File: config.mk
export PLATFORM = sky130hd
export DESIGN_NAME = gmem_stream_adapter_flat
export DESIGN_NICKNAME = d
export VERILOG_FILES = /design/src/rtl/gmem_pkg.sv /design/src/rtl/gmem_stream_adapter_if.sv /design/src/rtl/gmem_lane_buf.sv /design/src/rtl/gmem_stream_adapter.sv /design/src/flat_wrapper.sv
export SDC_FILE = /design/constraint.sdc
export NUM_CORES = 1
export LEC_CHECK = 0
export CAP_MARGIN = 5
export CORE_MARGIN = 4
export CORE_UTILIZATION = 46
export CTS_CLUSTER_DIAMETER = 200
export CTS_CLUSTER_SIZE = 10
export DETAILED_ROUTE_END_ITERATION = 10
export GPL_TIMING_DRIVEN = 0
export PLACE_DENSITY_LB_ADDON = 0.3
export SLEW_MARGIN = 25
export SYNTH_ARGS = -nofsm -noshare
export SYNTH_HDL_FRONTEND = slang
export SYNTH_SLANG_ARGS = --single-unit
File: constraint.sdc
create_clock -name clock -period 3 [get_ports clock]
set_clock_uncertainty 0.15 [all_clocks]
set_input_delay 0.6 -clock clock [delete_from_list [all_inputs] [get_ports clock]]
set_output_delay 0.6 -clock clock [all_outputs]
set_load 0.01 [all_outputs]
File: src/rtl/gmem_pkg.sv
// gmem_pkg: shared constants, types and state encoding for the stream-to-burst adapter
package gmem_pkg;
    localparam int DW = 16;
    localparam int AW = 4;
    localparam int LANES = 4;
    localparam int LAST_IDX = LANES - 1;
    typedef logic [DW-1:0] word_t;
    typedef logic [AW-1:0] addr_t;
    typedef logic [$clog2(LANES)-1:0] idx_t;
    typedef logic [LANES-1:0][DW-1:0] lanes_t;
    typedef enum logic [2:0] {IDLE, FILL, COMMIT, FETCH, DRAIN} gmem_state_t;
endpackage

File: src/rtl/gmem_stream_adapter_if.sv
// gmem_stream_adapter_if: command, word-stream and memory-side signals of the adapter
// cmd_inc exists only when GMEM_ADAPT_AUTOINC_EN is defined
interface gmem_stream_adapter_if;
    import gmem_pkg::*;
    logic cmd_valid;
    logic cmd_ready;
    logic cmd_write;
    addr_t cmd_addr;
`ifdef GMEM_ADAPT_AUTOINC_EN
    logic cmd_inc;
`endif
    logic wr_valid;
    logic wr_ready;
    word_t wr_data;
    logic rd_valid;
    logic rd_ready;
    word_t rd_data;
    logic rd_last;
    addr_t gm_address;
    logic gm_we;
    word_t gm_wd1;
    word_t gm_wd2;
    word_t gm_wd3;
    word_t gm_wd4;
    word_t gm_rd1;
    word_t gm_rd2;
    word_t gm_rd3;
    word_t gm_rd4;
    logic busy;
    modport slave (
        input cmd_valid, cmd_write, cmd_addr,
`ifdef GMEM_ADAPT_AUTOINC_EN
        input cmd_inc,
`endif
        input wr_valid, wr_data, rd_ready, gm_rd1, gm_rd2, gm_rd3, gm_rd4,
        output cmd_ready, wr_ready, rd_valid, rd_data, rd_last,
        output gm_address, gm_we, gm_wd1, gm_wd2, gm_wd3, gm_wd4, busy
    );
    modport master (
        output cmd_valid, cmd_write, cmd_addr,
`ifdef GMEM_ADAPT_AUTOINC_EN
        output cmd_inc,
`endif
        output wr_valid, wr_data, rd_ready, gm_rd1, gm_rd2, gm_rd3, gm_rd4,
        input cmd_ready, wr_ready, rd_valid, rd_data, rd_last,
        input gm_address, gm_we, gm_wd1, gm_wd2, gm_wd3, gm_wd4, busy
    );
endinterface

File: src/rtl/gmem_lane_buf.sv
// gmem_lane_buf: four word registers with indexed or parallel load and an indexed read mux
module gmem_lane_buf
    import gmem_pkg::*;
(
    input  logic   clock,
    input  logic   reset_n,
    input  logic   load_one,
    input  logic   load_all,
    input  idx_t   idx,
    input  word_t  wdata,
    input  lanes_t fill,
    output lanes_t lanes,
    output word_t  rdata
);
    lanes_t q;
    always_ff @(posedge clock or negedge reset_n) begin
        if (!reset_n) q <= '0;
        else if (load_all) q <= fill;
        else if (load_one) q[idx] <= wdata;
    end
    assign lanes = q;
    assign rdata = q[idx];
endmodule

File: src/rtl/gmem_stream_adapter.sv
// gmem_stream_adapter: packs four stream words into one 4-lane memory write and unpacks one 4-lane read.
// Define GMEM_ADAPT_AUTOINC_EN to add cmd_inc and an auto-advancing base pointer.
module gmem_stream_adapter
    import gmem_pkg::*;
(
    input logic clock,
    input logic reset_n,
    gmem_stream_adapter_if.slave bus
);
    gmem_state_t state_q, state_d;
    idx_t idx_q, idx_d;
    addr_t base_q, base_d, sel_base;
    logic load_one, load_all, last;
    lanes_t lanes;
    word_t rdata;
    assign last = idx_q == idx_t'(LAST_IDX);
`ifdef GMEM_ADAPT_AUTOINC_EN
    addr_t ptr_q;
    logic done;
    // pointer advances once per finished burst, wrapping with the address width
    assign done = state_q == COMMIT || (state_q == DRAIN && bus.rd_ready && last);
    assign sel_base = bus.cmd_inc ? ptr_q : bus.cmd_addr;
    always_ff @(posedge clock or negedge reset_n) begin
        if (!reset_n) ptr_q <= '0;
        else if (done) ptr_q <= base_q + AW'(LANES);
    end
`else
    assign sel_base = bus.cmd_addr;
`endif
    gmem_lane_buf u_buf (
        .clock    (clock),
        .reset_n  (reset_n),
        .load_one (load_one),
        .load_all (load_all),
        .idx      (idx_q),
        .wdata    (bus.wr_data),
        .fill     ({bus.gm_rd4, bus.gm_rd3, bus.gm_rd2, bus.gm_rd1}),
        .lanes    (lanes),
        .rdata    (rdata)
    );
    always_ff @(posedge clock or negedge reset_n) begin
        if (!reset_n) begin
            state_q <= IDLE;
            idx_q <= '0;
            base_q <= '0;
        end else begin
            state_q <= state_d;
            idx_q <= idx_d;
            base_q <= base_d;
        end
    end
    always_comb begin
        state_d = state_q;
        idx_d = idx_q;
        base_d = base_q;
        load_one = 1'b0;
        load_all = 1'b0;
        case (state_q)
            IDLE: if (bus.cmd_valid && bus.cmd_ready) begin
                base_d = sel_base;
                idx_d = '0;
                state_d = bus.cmd_write ? FILL : FETCH;
            end
            FILL: if (bus.wr_valid) begin
                load_one = 1'b1;
                idx_d = idx_q + 1'b1;
                state_d = last ? COMMIT : FILL;
            end
            COMMIT: state_d = IDLE;
            FETCH: begin
                load_all = 1'b1;
                idx_d = '0;
                state_d = DRAIN;
            end
            DRAIN: if (bus.rd_ready) begin
                idx_d = idx_q + 1'b1;
                state_d = last ? IDLE : DRAIN;
            end
            default: state_d = IDLE;
        endcase
    end
    // cmd_ready is gated by reset so nothing is accepted while reset_n is low
    assign bus.cmd_ready = reset_n && state_q == IDLE;
    assign bus.wr_ready = state_q == FILL;
    assign bus.rd_valid = state_q == DRAIN;
    assign bus.rd_data = state_q == DRAIN ? rdata : '0;
    assign bus.rd_last = state_q == DRAIN && last;
    assign bus.busy = state_q != IDLE;
    assign bus.gm_address = base_q;
    assign bus.gm_we = state_q == COMMIT;
    assign bus.gm_wd1 = lanes[0];
    assign bus.gm_wd2 = lanes[1];
    assign bus.gm_wd3 = lanes[2];
    assign bus.gm_wd4 = lanes[3];
endmodule

File: src/flat_wrapper.sv
// flat-port wrapper written by rule: the top's interface ports become plain ports
module gmem_stream_adapter_flat import gmem_pkg::*;
  (clock, reset_n, bus_cmd_valid, bus_cmd_write, bus_cmd_addr, bus_wr_valid, bus_wr_data, bus_rd_ready, bus_gm_rd1, bus_gm_rd2, bus_gm_rd3, bus_gm_rd4, bus_cmd_ready, bus_wr_ready, bus_rd_valid, bus_rd_data, bus_rd_last, bus_gm_address, bus_gm_we, bus_gm_wd1, bus_gm_wd2, bus_gm_wd3, bus_gm_wd4, bus_busy);
  gmem_stream_adapter_if bus_i ();
  input logic clock;
  input logic reset_n;
  input wire logic [$bits(bus_i.cmd_valid)-1:0] bus_cmd_valid;
  input wire logic [$bits(bus_i.cmd_write)-1:0] bus_cmd_write;
  input wire logic [$bits(bus_i.cmd_addr)-1:0] bus_cmd_addr;
  input wire logic [$bits(bus_i.wr_valid)-1:0] bus_wr_valid;
  input wire logic [$bits(bus_i.wr_data)-1:0] bus_wr_data;
  input wire logic [$bits(bus_i.rd_ready)-1:0] bus_rd_ready;
  input wire logic [$bits(bus_i.gm_rd1)-1:0] bus_gm_rd1;
  input wire logic [$bits(bus_i.gm_rd2)-1:0] bus_gm_rd2;
  input wire logic [$bits(bus_i.gm_rd3)-1:0] bus_gm_rd3;
  input wire logic [$bits(bus_i.gm_rd4)-1:0] bus_gm_rd4;
  output wire logic [$bits(bus_i.cmd_ready)-1:0] bus_cmd_ready;
  output wire logic [$bits(bus_i.wr_ready)-1:0] bus_wr_ready;
  output wire logic [$bits(bus_i.rd_valid)-1:0] bus_rd_valid;
  output wire logic [$bits(bus_i.rd_data)-1:0] bus_rd_data;
  output wire logic [$bits(bus_i.rd_last)-1:0] bus_rd_last;
  output wire logic [$bits(bus_i.gm_address)-1:0] bus_gm_address;
  output wire logic [$bits(bus_i.gm_we)-1:0] bus_gm_we;
  output wire logic [$bits(bus_i.gm_wd1)-1:0] bus_gm_wd1;
  output wire logic [$bits(bus_i.gm_wd2)-1:0] bus_gm_wd2;
  output wire logic [$bits(bus_i.gm_wd3)-1:0] bus_gm_wd3;
  output wire logic [$bits(bus_i.gm_wd4)-1:0] bus_gm_wd4;
  output wire logic [$bits(bus_i.busy)-1:0] bus_busy;
  assign bus_i.cmd_valid = bus_cmd_valid;
  assign bus_i.cmd_write = bus_cmd_write;
  assign bus_i.cmd_addr = bus_cmd_addr;
  assign bus_i.wr_valid = bus_wr_valid;
  assign bus_i.wr_data = bus_wr_data;
  assign bus_i.rd_ready = bus_rd_ready;
  assign bus_i.gm_rd1 = bus_gm_rd1;
  assign bus_i.gm_rd2 = bus_gm_rd2;
  assign bus_i.gm_rd3 = bus_gm_rd3;
  assign bus_i.gm_rd4 = bus_gm_rd4;
  assign bus_cmd_ready = bus_i.cmd_ready;
  assign bus_wr_ready = bus_i.wr_ready;
  assign bus_rd_valid = bus_i.rd_valid;
  assign bus_rd_data = bus_i.rd_data;
  assign bus_rd_last = bus_i.rd_last;
  assign bus_gm_address = bus_i.gm_address;
  assign bus_gm_we = bus_i.gm_we;
  assign bus_gm_wd1 = bus_i.gm_wd1;
  assign bus_gm_wd2 = bus_i.gm_wd2;
  assign bus_gm_wd3 = bus_i.gm_wd3;
  assign bus_gm_wd4 = bus_i.gm_wd4;
  assign bus_busy = bus_i.busy;
  gmem_stream_adapter u_core (.clock(clock), .reset_n(reset_n), .bus(bus_i));
endmodule
# Word level (Yosys, flattened, before mapping)

Cells that the tools add are included.

Add/subtract/negate cells: 1
$lt $le $gt $ge: 2
Multiplexer cells: 22
Reduce and logical (&&, ||, !) cells: 11
Equal/unequal tests: 8

Operators with widths:

| cell                | number |
|---|---|
| $mux 64             | 2 |
| $bwmux 64           | 1 |
| $mux 16             | 3 |
| $bmux 16 s2         | 1 |
| $demux 16 s2        | 1 |
| $mux 3              | 4 |
| $pmux 3 s4          | 1 |
| $mux 2              | 5 |
| $pmux 2 s4          | 1 |
| $eq 3x2->1 const B  | 2 |
| $logic_and 1x1->1   | 4 |
| $ne 2x2->1 const B  | 2 |
| $reduce_and 4->1    | 1 |
| $reduce_bool 4->1   | 1 |
| $eq 3x1->1 const B  | 1 |
| $eq 3x3->1 const B  | 1 |
| $logic_not 3->1     | 1 |
| $lt 2x3->1 const B  | 1 |
| $mux 1              | 3 |
| $reduce_and 3->1    | 1 |
| $reduce_bool 3->1   | 1 |
| $add 2x1->2 const B | 1 |
| $eq 2x2->1 const B  | 1 |
| $ge 2x1->1 const B  | 1 |
| other kinds (3)     | 3 |

Input port bits: 90
Bits in registers: 73
Output and inout bits: 90
Word-level logic and storage cells: 51

# Logic depth before layout (Yosys ltp)

Word-level depth: 7
Depth in mapped cells: 9
Gate-level depth less buffers: 5

# Modules after synthesis

A second synthesis with hierarchy kept.

Cell total of the unflattened synthesis: 445
Area total of the unflattened synthesis: 4239.1 µm²

By module, submodules not included:

| module              | cells an instance | seq. area each (µm²) | times used | area each (µm²) |
|---|---|---|---|---|
| gmem_lane_buf       | 375               | 1601.5               | 1          | 3562.2 |
| gmem_stream_adapter | 70                | 225.2                | 1          | 676.9 |

# Worst setup path before layout

No wires, ideal clock.

Path kind: reg2reg
Start point: reg u_core.idx_q[1]
End point: reg u_core.u_buf.q, in the netlist u_core.u_buf.lanes[10]
Required time: 2725 ps
Setup slack: 814 ps
Arrival time: 1911 ps
Stages on the path, launching flop included: 10
Period minus slack after synthesis: 2186 ps
Buffers on the path: 4
Cell sequence: dfrtp_1 buf_2 buf_2 inv_1 ha_1 clkbuf_1 a21oi_2 nor2_8 buf_12 mux2_4

Cells in the longest elaborated chain, start to end: 7

Ends and longest elaborated chain:

| what                                                                  | line                      | text |
|---|---|---|
| from (decl)                                                           | gmem_stream_adapter.sv:11 | `idx_t idx_q, idx_d;` |
| from (signal assigned)                                                | gmem_stream_adapter.sv:48 | `idx_q <= idx_d;` |
| $lt 2x3->1 (implied by the code) / $ge 2x1->1 (equally long branches) | gmem_lane_buf.sv:19       | `else if (load_one) q[idx] <= wdata;` |
| $logic_and 1x1->1 (implied by the code)                               | gmem_lane_buf.sv:19       |  |
| $mux 16 (implied by the code)                                         | gmem_lane_buf.sv:19       |  |
| $demux 16 s2 *                                                        | gmem_lane_buf.sv:19       |  |
| $bwmux 64 *                                                           | gmem_lane_buf.sv:19       |  |
| $mux 64 *                                                             | gmem_lane_buf.sv:19       |  |
| $mux 64 *                                                             | gmem_lane_buf.sv:18       | `else if (load_all) q <= fill;` |
| to (signal assigned)                                                  | gmem_lane_buf.sv:18       |  |
| to (signal, indexed assignment)                                       | gmem_lane_buf.sv:19       |  |
| to (decl)                                                             | gmem_lane_buf.sv:15       | `lanes_t q;` |

Every way passes the cells marked *; elsewhere a longest branch is shown, timed or not. The select of a mux whose other input is x is not followed.
A chain may end at the register's enable or synchronous reset.

# Worst setup path after layout

Start point: reg u_core.idx_q[0]
End point: out bus_rd_data[11]

Cells in the longest elaborated chain, start to end: 3

Ends and longest elaborated chain:

| what                          | line                      | text |
|---|---|---|
| $bmux 16 s2                   | gmem_lane_buf.sv:22       | `assign rdata = q[idx];` |
| $mux 16 (implied by the code) | gmem_lane_buf.sv:22       |  |
| $mux 16                       | gmem_stream_adapter.sv:86 | `assign bus.rd_data = state_q == DRAIN ? rdata : '0;` |
| to (decl)                     | flat_wrapper.sv:20        | `output wire logic [$bits(bus_i.rd_data)-1:0] bus_rd_data;` |

Every way passes these cells. The select of a mux whose other input is x is not followed.

==> tab_implementation.tex <==
\begin{tabular}{lr}
\hline
Metric & Value \\
\hline
\multicolumn{2}{l}{\textbf{Layout}} \\
Share of layout cells above drive strength 1 & 22.34\% \\
Layout overhead on the synthesized area & 43.72\% \\
Final core utilization & 67.49\% \\
Final Cell Area & 0.007284 sq mm \\
\# diodes & 0 \\
Final net count & 731 \\
Non-filler cells, final & 780 \\
\multicolumn{2}{l}{\textbf{Clock network}} \\
Clk buf depth & 2 \\
TritonCTS clock tree & yes \\
Sinks on Clock Net & 73 \\
CTS H-tree lvls & 3 \\
Clock-pin slew reported for the worst setup and hold paths after clock tree synthesis & 90 ps \\
Post-CTS Hold Fix Bufs & 0 \\
CTS root buf & clkbuf\_8 \\
Inserted Clock Buffers & 9 \\
Clk\_lat worst skew & 330 ps \\
\multicolumn{2}{l}{\textbf{Die}} \\
Core Rows & 38 \\
Die Span X & 113.0 microns \\
Overall die height & 113.0 microns \\
Core Area & 0.01079 sq mm \\
Die area & 0.01276 sq mm \\
Starting density of the core & 46.96\% \\
I/O pin count & 180 \\
\multicolumn{2}{l}{\textbf{Placed design}} \\
Final weighted congestion of routability-driven global placement & 0.8171 \\
Final HPWL from detailed placement & 11.37 mm \\
DP Cell Count & 762 \\
\# port buffers & 179 \\
Cell Area, Placed & 0.007053 sq mm \\
\multicolumn{2}{l}{\textbf{Timing}} \\
Final slew viol count & 0 \\
Number of setup violations in the final report & 0 \\
Unrepaired setup endpoints after global routing & false \\
Maximum achievable frequency & 342.4 MHz \\
Final hold slack & 75.10 ps \\
Max-Slew Margin vs Limit & 52.38\% \\
Final hold violation count & 0 \\
Transition time at the pin with the least slew margin & 714.2 ps \\
Time the worst path needs with I/O delays and setup & 2920 ps \\
Final cycle utilization of the critical path & 97.35\% \\
\multicolumn{2}{l}{\textbf{Global route}} \\
Met2 track utilization from global routing & 41.00\% \\
Global Route met1 Usage & 32.05\% \\
Number of global-route vias before repair & 4463 \\
Initial antenna violation count & 0 \\
Most crowded layer after global routing & met2 \\
GRT Total Usage & 24.44\% \\
Overflow after GRT & 0 \\
Met3 demand-to-capacity share in global routing & 5.027\% \\
Wire length of the first global-routing pass & 24.27 mm \\
Maximum number of pins on one net before global-route repair & 43 \\
\multicolumn{2}{l}{\textbf{Synthesis}} \\
Main combinational cell family by area after synthesis & multiplexers \\
Number of flops mapped to enable cells by yosys & 0 \\
Ys async rst share & 100.0\% \\
Synthesized instance count & 442 \\
Distinct cells, synth & 39 \\
Sequential element share of the synthesized area & 36.04\% \\
Synth warnings & 0 \\
Portion of synthesized cell area occupied by the leading cell type & 36.04\% \\
Post-synthesis cell area & 0.005069 sq mm \\
Synth Area in Adders & 0.9874\% \\
Compound-cell area share of the yosys netlist & 2.814\% \\
Post-synthesis cell type with the largest combined area & dfrtp\_1 \\
Most common cell in the netlist & dfrtp\_1 \\
Leading post-synthesis cells by cell area & dfrtp\_1 36\%, mux2\_4 13\%, mux2i\_1 13\% \\
Mean post-synth cell area & 11.47 sq um \\
\#FFs+latches synth & 73 \\
Multiplexer fraction of the synthesized cell area & 38.34\% \\
Post-synthesis simple-gate area fraction & 11.01\% \\
Post-synth net total & 536 \\
Most used flip-flop cell after synthesis & dfrtp\_1 \\
Leading cell types by count after synthesis & 73 x dfrtp\_1, 68 x inv\_1, 66 x nand2\_1 \\
Post-synthesis share of cell area spent on xor and xnor gates & 0.1728\% \\
\multicolumn{2}{l}{\textbf{Power}} \\
Power per Cell Area & 884.6 mW/mm\^{}2 \\
Static leakage & 3.848 nW \\
Largest voltage drop on the vdd net & 0.4550 mV \\
\multicolumn{2}{l}{\textbf{Critical path}} \\
Endpoint type of the worst setup path & output pin \\
Length in cells of the worst reg-to-reg path & 9 \\
FF-to-FF setup slack & 400 ps \\
CP Data Required Time & 2250 ps \\
Launching element of the worst setup path & u\_core.idx\_q[0] \\
Worst setup path class & reg -> out \\
Crit start category & register \\
Start of the worst register-to-register path & u\_core.idx\_q[1] \\
Worst-path maximum fanout & 10 \\
Crit path arrival time & 2170 ps \\
\multicolumn{2}{l}{\textbf{Routing}} \\
Wire length reported by the detailed router & 15.84 mm \\
Vias per cell & 5.267 \\
Routed length per placed instance & 20.30 microns \\
\# DRC & 0 \\
First-pass detailed-route iteration total & 4 \\
Starting DRC count in detailed routing & 206 \\
Number of vias after detailed routing & 4108 \\
Antenna-violating nets left & 0 \\
\multicolumn{2}{l}{\textbf{Job}} \\
Maximum capacitance violations & 0 \\
\multicolumn{2}{l}{\textbf{Status}} \\
Result of the run & complete, no violations \\
\multicolumn{2}{l}{\textbf{Min path}} \\
Kind of path behind the tightest hold check & in -> async \\
\hline
\end{tabular}
==> cell families (layout without fill, tap and decap cells) <==
logic type                 count (synthesis)  count (layout)
adders and majority gates                  4               4
AOI/OAI and AO/OA                         14              14
buffers and inverters                     99             297
DFF                                       73              73
muxes                                    149             149
and+or+nand+nor                          102             102
xor gates and xnor gates                   1               1
==> power breakdown <==
group / total, mW / switching, mW / internal (mW)
Combinational: 4.04 / 1.74 / 2.30
Clock: 0.656 / 0.368 / 0.287
Sequential: 1.75 / 0.364 / 1.38
==> per-stage QoR <==
stage          setup TNS [ps]  setup slack [ps]  power [mW]
6_report                    0             79.56       6.444
5_1_grt                     0             10.92       6.775
4_1_cts                     0             13.52       6.441
3_5_place_dp           -106.8            -26.05       5.678
3_3_place_gp          -143730             -2334       5.578
2_1_floorplan               0             814.3       4.090
==> state kept, by name, summed over array words and instances, names as in the netlist <==
signal and flops:
u_core.u_buf.lanes 64, u_core.bus.gm_address 4, u_core.idx_q 2, u_core.state_q 3
==> metal layers <==
metal / vias to the layer above / wire [microns]
li1: 1869 / -
met1: 2033 / 6532
met2: 184 / 7646
met3: 22 / 1421
met4: 0 / 235
met5: - / 0
==> cell usage in the layout (no fill, tap or decap), drive strengths merged <==
| cell | count |
|---|---|
| a2111oi | 1 |
| a211o | 1 |
| a211oi | 1 |
| a21oi | 6 |
| a2bb2oi | 1 |
| and2 | 1 |
| and3 | 17 |
| buf | 28 |
| clkbuf | 19 |
| clkdlybuf4s50 | 174 |
| clkinv | 3 |
| clkinvlp | 1 |
| dfrtp | 73 |
| dlygate4sd2 | 4 |
| ha | 4 |
| inv | 68 |
| mux2 | 69 |
| mux2i | 64 |
| mux4 | 16 |
| nand2 | 66 |
| nand2b | 1 |
| nand3b | 1 |
| nor2 | 7 |
| nor2b | 2 |
| nor3 | 1 |
| nor3b | 3 |
| nor4 | 1 |
| o211a | 1 |
| o21ai | 1 |
| o21bai | 1 |
| o22ai | 1 |
| or3 | 2 |
| xnor2 | 1 |
==> area by class of cell <==
class / count / area (sq um)
flip-flops and latches: 73 / 1828
inverters: 68 / 255.2
well taps: 140 / 175.2
clock inverters: 4 / 22.52
plain buffers: 31 / 321.6
repair buffers: 184 / 1847
multi-input cells: 270 / 2708
clock buffers: 10 / 127.6
fillers: 856 / 3508
==> path summary, 6_finish.rpt <==
path	to
worst max-delay path	bus_rd_data[11]
worst min-delay path	u_core.u_buf.lanes[11]
worst max register to register	u_core.u_buf.lanes[13]
worst min register to register	u_core.bus.gm_address[0]
max in group asynchronous	u_core.u_buf.lanes[32]
min in group clock	u_core.bus.gm_address[0]
==> timing repair <==
action / CTS / global route
gates resized for setup: 16 / 1
setup buffers: 2 / 2
pin swaps: 0 / 1
endpoints found under the setup margin: 11 / 7
==> worst max-delay path: stages, from the launching register on <==
cell and delay, ps:
dfrtp_2 410, buf_12 120, buf_12 140, mux4_2 490
and3_1 200, clkdlybuf4s50_1 480
No activity file was read; power rests on OpenSTA's default activity.
